<file path="config.mk">
export PLATFORM = sky130hd
export DESIGN_NAME = stream_packetizer
export DESIGN_NICKNAME = d
export VERILOG_FILES = /design/src/rtl/stream_packetizer.sv
export SDC_FILE = /design/constraint.sdc
export NUM_CORES = 1
export LEC_CHECK = 0
export BUFFER_PORTS_ARGS = -buffer_cell sky130_fd_sc_hd__buf_4
export CORE_MARGIN = 2
export CORE_UTILIZATION = 53
export DETAILED_ROUTE_END_ITERATION = 12
export PLACE_DENSITY = 0.82
export SLEW_MARGIN = 25
export SYNTH_ARGS = -nofsm -noshare
export SYNTH_HDL_FRONTEND = slang
export SYNTH_SLANG_ARGS = --single-unit
</file>
<file path="constraint.sdc">
create_clock -name clk -period 4.8 [get_ports clk]
set_input_delay 1.2 -clock clk [delete_from_list [all_inputs] [get_ports clk]]
set_output_delay 1.2 -clock clk [all_outputs]
set_load 0.03 [all_outputs]
</file>
<file path="src/rtl/stream_packetizer.sv">
// rtl/stream_packetizer.sv - frames a raw beat stream into dest/last packets from (dest, len) commands
module stream_packetizer #(
  parameter int T_DATA_WIDTH = 8,
  parameter int M_DATA_COUNT = 3,
  parameter int LEN_WIDTH    = 8,
  localparam int T_DEST_WIDTH = (M_DATA_COUNT == 1) ? 1 : $clog2(M_DATA_COUNT)
) (
  input  logic                    clk,
  input  logic                    rst_n,
  input  logic [T_DEST_WIDTH-1:0] cmd_dest_i,
  input  logic [LEN_WIDTH-1:0]    cmd_len_i,
  input  logic                    cmd_valid_i,
  output logic                    cmd_ready_o,
  input  logic [T_DATA_WIDTH-1:0] in_data_i,
  input  logic                    in_valid_i,
  output logic                    in_ready_o,
  output logic [T_DATA_WIDTH-1:0] m_data_o,
  output logic [T_DEST_WIDTH-1:0] m_dest_o,
  output logic                    m_last_o,
  output logic                    m_valid_o,
  input  logic                    m_ready_i,
  output logic                    drop_err_o,
  output logic                    busy_o
);

  // One extra bit so the legality compare works when M_DATA_COUNT is a power of two.
  localparam logic [T_DEST_WIDTH:0] DEST_LIMIT = M_DATA_COUNT[T_DEST_WIDTH:0];

  typedef enum logic [1:0] {IDLE, SEND, DROP} state_t;

  state_t                  state_q, state_d;
  logic [LEN_WIDTH-1:0]    cnt_q;
  logic [T_DEST_WIDTH-1:0] dest_q;
  logic                    cnt_zero;
  logic                    dest_legal;
  logic                    cmd_fire;
  logic                    beat_fire;
  logic                    load;

  assign cnt_zero   = (cnt_q == '0);
  assign dest_legal = ({1'b0, cmd_dest_i} < DEST_LIMIT);
  assign busy_o     = (state_q != IDLE);

  always_comb begin
    state_d     = state_q;
    cmd_ready_o = 1'b0;
    in_ready_o  = 1'b0;
    cmd_fire    = 1'b0;
    beat_fire   = 1'b0;
    load        = 1'b0;
    case (state_q)
      IDLE: begin
        cmd_ready_o = 1'b1;
        if (cmd_valid_i) begin
          cmd_fire = 1'b1;
          state_d  = dest_legal ? SEND : DROP;
        end
      end
      SEND: begin
        // The output stage can take a beat if empty or emptying this cycle.
        in_ready_o = !m_valid_o || m_ready_i;
        if (in_valid_i && in_ready_o) begin
          beat_fire = 1'b1;
          load      = 1'b1;
          if (cnt_zero) state_d = IDLE;
        end
      end
      DROP: begin
        in_ready_o = 1'b1;
        if (in_valid_i) begin
          beat_fire = 1'b1;
          if (cnt_zero) state_d = IDLE;
        end
      end
      default: state_d = IDLE;
    endcase
  end

  always_ff @(posedge clk) begin
    if (!rst_n) begin
      state_q    <= IDLE;
      cnt_q      <= '0;
      dest_q     <= '0;
      drop_err_o <= 1'b0;
    end else begin
      state_q    <= state_d;
      drop_err_o <= cmd_fire && !dest_legal;
      if (cmd_fire) begin
        cnt_q  <= cmd_len_i;
        dest_q <= cmd_dest_i;
      end else if (beat_fire && !cnt_zero) begin
        cnt_q <= cnt_q - LEN_WIDTH'(1);
      end
    end
  end

  // Output register: holds steady under backpressure, reloads while unloading.
  always_ff @(posedge clk) begin
    if (!rst_n) begin
      m_valid_o <= 1'b0;
      m_last_o  <= 1'b0;
      m_data_o  <= '0;
      m_dest_o  <= '0;
    end else if (load) begin
      m_valid_o <= 1'b1;
      m_last_o  <= cnt_zero;
      m_data_o  <= in_data_i;
      m_dest_o  <= dest_q;
    end else if (m_ready_i) begin
      m_valid_o <= 1'b0;
    end
  end

endmodule

</file>
## Word level (Yosys, flattened, before mapping)

Cells that the tools add are included.

| cells by class | value |
|---|---|
| add/sub/neg operators | 1 |
| muxes and demuxes | 18 |
| equal/unequal tests | 5 |
| order comparisons | 1 |
| reduce and logical (&&, ||, !) cells | 13 |

Operators with widths:

| cell | number |
|---|---|
| $mux W8 | 2 |
| $mux W2 | 5 |
| $logic_not A8 Y1 | 1 |
| $mux W1 | 8 |
| $sub A8 B1 Y8 const B | 1 |
| $ne A2 B2 Y1 const B | 3 |
| $pmux W2 S3 | 1 |
| $reduce_bool A2 Y1 | 3 |
| $pmux W1 S2 | 2 |
| $logic_and A1 B1 Y1 | 3 |
| $logic_not A1 Y1 | 3 |
| $reduce_and A3 Y1 | 1 |
| $eq A2 B1 Y1 const B | 1 |
| $eq A2 B2 Y1 const B | 1 |
| $logic_not A2 Y1 | 1 |
| $lt A2 B2 Y1 const B | 1 |
| $logic_or A1 B1 Y1 | 1 |

| storage, ports and cells | value |
|---|---|
| flip-flop bits (word level) | 25 |
| input bits | 23 |
| output and inout port bits | 16 |

## Logic depth before layout (Yosys ltp)

| logic depth | value |
|---|---|
| word-level depth | 8 |
| gate-level depth with buffers | 8 |

## Worst setup path after synthesis

No wires, ideal clock.

| timing | value |
|---|---|
| kind | input -> output |
| start | in m_ready_i |
| end | out in_ready_o |
| setup slack | 1565 ps |
| cell stages on the path | 4 |
| required time | 3600 ps |
| path buffers | 1 |
| arrival | 2035 ps |
| cell sequence | nand2b_1 -> a31oi_1 -> buf_2 -> inv_1 |

| between the ends | value |
|---|---|
| word-level cells in the longest chain between the ends | 2 |

Ends and longest elaborated chain:

| item | RTL line | source |
|---|---|---|
| from (decl) | 21 | `input logic m_ready_i,` |
| $logic_or A1 B1 Y1 | 61 | `in_ready_o = !m_valid_o \|\| m_ready_i;` |
| $pmux W1 S2 | 51 | `case (state_q)` |
| to (decl) | 16 | `output logic in_ready_o,` |

Every way passes these cells.

## Final worst setup path

Same ends and word-level chain as after synthesis.

==> metrics.txt <==
Synth area leaders=dfxtp_1 40%, nand2_1 9.0%, a21oi_1 6.8%; first-pass GRT wire length=4.97 mm; starting density of the core=0.563; Tmin final=roughly 3.4 ns; Switch Pwr=between 0.2 and 0.3 mW; path depth of the worst reg2reg path=6; Hold WC Path Type=flip-flop to flip-flop; die outline height=~53 um; Clk Latency, worst-skew pair=between 0.3 and 0.4 ns; Final Max Slew Viols=0; H-tree depth=1; combinational share of power=0.454; postcts setup bufs=0; Synth top area share=0.398; syn avg cell area=8.11 um^2; P_int=about 0.4 mW; initial antenna violation count=0; total power=~0.68 mW; vias=approximately 1300; final hold viol count=0; Non-Filler Instances=~220; Yosys warning total=0; Top cell by count, worst path=buf_4; critical path required time=~3.6 ns; Die Span X=about 53 um; drt drc=0; worst clock skew=slightly below 0.006 ns; Static Leak=0.636 nW; clock tree root driver cell=clkbuf_4; max cap viols=0; Clock Power Share=0.146; post-synthesis instance area=1260 um^2; core footprint=2230 um^2; nets@finish=220; WL/cell=between 10 and 15 um; placed insts=about 220; Slew @ Worst Pin=0.491 ns; Flop pwr share=0.400; Cells after Synth=between 150 and 200; Fill cells=202; full die area=about 2800 um^2; row cnt=17; PD cells=around 430 nW/um^2; post-synthesis sequential area ratio=0.398; share of post-route cells with drive strength above 1=0.251; Worst Path Buf+Inv=4; Crit path largest cell delay=around 0.22 ns; #FFs+latches synth=25; Worst Hold Launch=dest_q[0]; # clock sinks=25; crit path cell chain=buf_4 > nand2b_1 > a31oi_1 > buf_4 > inv_1 > buf_4; Peak Freq=just under 300 MHz; fin util=0.710; worst r2r src=cnt_q[0]; CP Class=primary input to output pin; Sw Ratio=0.425; area leader, netlist=dfxtp_1; clock buffer depth=2; Syn Nets=between 150 and 200; Fin Setup TNS=0 ns; CTS tree=yes; hold worst-path end=m_dest_o[0]; Layout Area Growth over Synthesis=26.2%; reg2reg end=state_q[0]; endpoints failing setup=0; Inserted Diodes=0; vias in the first global route=approximately 1100; CP Launch Type=primary input; RSZ-0062 raised after global routing=no; Critical Path Fanout Max=14; # hold bufs at CTS=0; Tcrit/Tclk final=0.705; crit end category=output pin; drt first pass iters=4; slowest stage cell on the critical path=buf_4; I/O Pins=39; HPWL Detailed=around 2.2 mm; DP Area=~1600 um^2; DR iter-0 viols=between 40 and 50; Max-slew headroom=0.672; Post-CTS Resized=0; CTS Buf Count=3; flop-to-flop setup slack=around 2.9 ns; Detailed Route WL=3.03 mm; synth unique cells=33; number of port buffers=38; Clock transition at path regs=~0.14 ns; pin count of the biggest net entering global routing=19; Total GRT Usage=0.242; Routed Antenna Nets=0; cell area after layout=~1600 um^2; gpl congestion=roughly 0.84; status=finished clean; Via density=~5.7; total gr overflow=0; Hold Path Stages=2; signal arrival time at the worst endpoint=between 2 and 2.5 ns; delay-heaviest family, CP=buffers and inverters; Max IR drop VDD=around 0.27 mV
==> flip-flops by register name, summed over array words and instances, names as in the netlist <==
| signal | cells |
|---|---|
| state_q | 2 |
| m_last_o | 1 |
| cnt_q | 8 |
| m_dest_o | 2 |
| m_valid_o | 1 |
| dest_q | 2 |
| m_data_o | 8 |
| drop_err_o | 1 |
==> metal layers <==
| layer | share of wire | routed length (um) | up-vias | global-route usage |
|---|---|---|---|---|
| li1 | - | - | 638 | - |
| met1 | 0.46 | 1390 | 570 | 0.326 |
| met2 | 0.47 | 1430 | 37 | 0.383 |
| met3 | 0.052 | 157 | 5 | 0.0257 |
| met4 | 0.018 | 53 | 0 | 0.115 |
| met5 | 0 | 0 | - | 0 |
==> placed cells by master, fill, tap and decap left out <==
cell | netlist | final
nor2_2 | 1 | 1
o2bb2ai_1 | 1 | 1
clkinvlp_4 | 0 | 1
nand2b_1 | 3 | 3
nand2_1 | 30 | 30
o31ai_1 | 7 | 7
inv_1 | 7 | 7
o21ai_0 | 8 | 8
nor4_4 | 1 | 1
clkbuf_4 | 0 | 3
and3_1 | 1 | 1
a21boi_2 | 1 | 1
o311a_1 | 1 | 1
and2_0 | 1 | 1
or4_1 | 8 | 8
nor4_1 | 2 | 2
nor3_1 | 3 | 3
or3_1 | 1 | 1
a311o_1 | 1 | 1
clkinv_1 | 1 | 1
nor2_1 | 1 | 1
o41ai_1 | 1 | 1
dfxtp_1 | 25 | 25
nor3b_1 | 1 | 1
a21boi_0 | 1 | 1
nand4b_1 | 2 | 2
and2_1 | 1 | 1
ha_1 | 5 | 5
nand3_1 | 4 | 4
a31oi_1 | 9 | 9
o211ai_1 | 1 | 1
buf_4 | 0 | 39
or3b_2 | 2 | 2
a21oi_1 | 17 | 17
==> Yosys cell counts <==
| cell type | n |
|---|---|
| a21boi_0 | 1 |
| a21boi_2 | 1 |
| a21oi_1 | 17 |
| a311o_1 | 1 |
| a31oi_1 | 9 |
| and2_0 | 1 |
| and2_1 | 1 |
| and3_1 | 1 |
| buf_2 | 2 |
| clkbuf_1 | 5 |
| clkinv_1 | 1 |
| dfxtp_1 | 25 |
| ha_1 | 5 |
| inv_1 | 7 |
| nand2_1 | 30 |
| nand2b_1 | 3 |
| nand3_1 | 4 |
| nand4b_1 | 2 |
| nor2_1 | 1 |
| nor2_2 | 1 |
| nor3_1 | 3 |
| nor3b_1 | 1 |
| nor4_1 | 2 |
| nor4_4 | 1 |
| o211ai_1 | 1 |
| o21ai_0 | 8 |
| o2bb2ai_1 | 1 |
| o311a_1 | 1 |
| o31ai_1 | 7 |
| o41ai_1 | 1 |
| or3_1 | 1 |
| or3b_2 | 2 |
| or4_1 | 8 |
==> layout make-up <==
| type | count | area (um^2) | share of cell area |
|---|---|---|---|
| Tap cell | 28 | 35.0 | 0.0221 |
| Timing Repair Buffer | 39 | 293 | 0.185 |
| Sequential cell | 25 | 500 | 0.315 |
| Inverter | 8 | 30.0 | 0.0189 |
| Clock inverter | 1 | 7.51 | 0.00473 |
| Multi-Input combinational cell | 115 | 698 | 0.440 |
| Clock buffer | 3 | 22.5 | 0.0142 |
==> cell families after synthesis <==
family,Yosys count,share of synthesized area
AND/OR/NAND/NOR,62,0.269
AO/OA/AOI/OAI,48,0.237
flip-flops,25,0.398
buffers and inverters,15,0.0468
adder cells (fa/ha/maj),5,0.0498
==> how the worst max path moves through the flow <==
| stage | cells after the start | start | endpoint | slack, ns |
|---|---|---|---|---|
| 2_1_floorplan | 4 | m_ready_i | in_ready_o | 1.57 |
| 3_3_place_gp | 6 | m_ready_i | in_ready_o | 1.48 |
| 3_5_place_dp | 6 | m_ready_i | in_ready_o | 1.43 |
| 4_1_cts | 6 | m_ready_i | in_ready_o | 1.44 |
| 5_1_grt | 6 | m_ready_i | in_ready_o | 1.33 |
| 6_report | 6 | m_ready_i | in_ready_o | 1.42 |
==> through the flow <==
stage	hold slack, ns	setup slack (ns)
final	0.469	1.42
after floorplan	0.432	1.57
after CTS	0.466	1.44
after global placement	0.437	1.48
after detailed placement	0.447	1.43
after global routing	0.485	1.33
==> power by group through the flow <==
stage	clock [mW]	combinational (mW)	sequential (mW)
global placement	0	0.294	0.273
floorplan	0	0.199	0.288
global route	0.110	0.339	0.275
detailed placement	0	0.303	0.274
CTS	0.102	0.305	0.270
finish	0.0990	0.308	0.271
==> tightest hold or removal path: cells and delay by family, from the launching register on <==
kind / cells / cell delay, ns
AOI/OAI and AO/OA: 1 / 0.05
and+or+nand+nor: 1 / 0.05
DFF: 1 / 0.34
(Power assumes the default switching activity.)
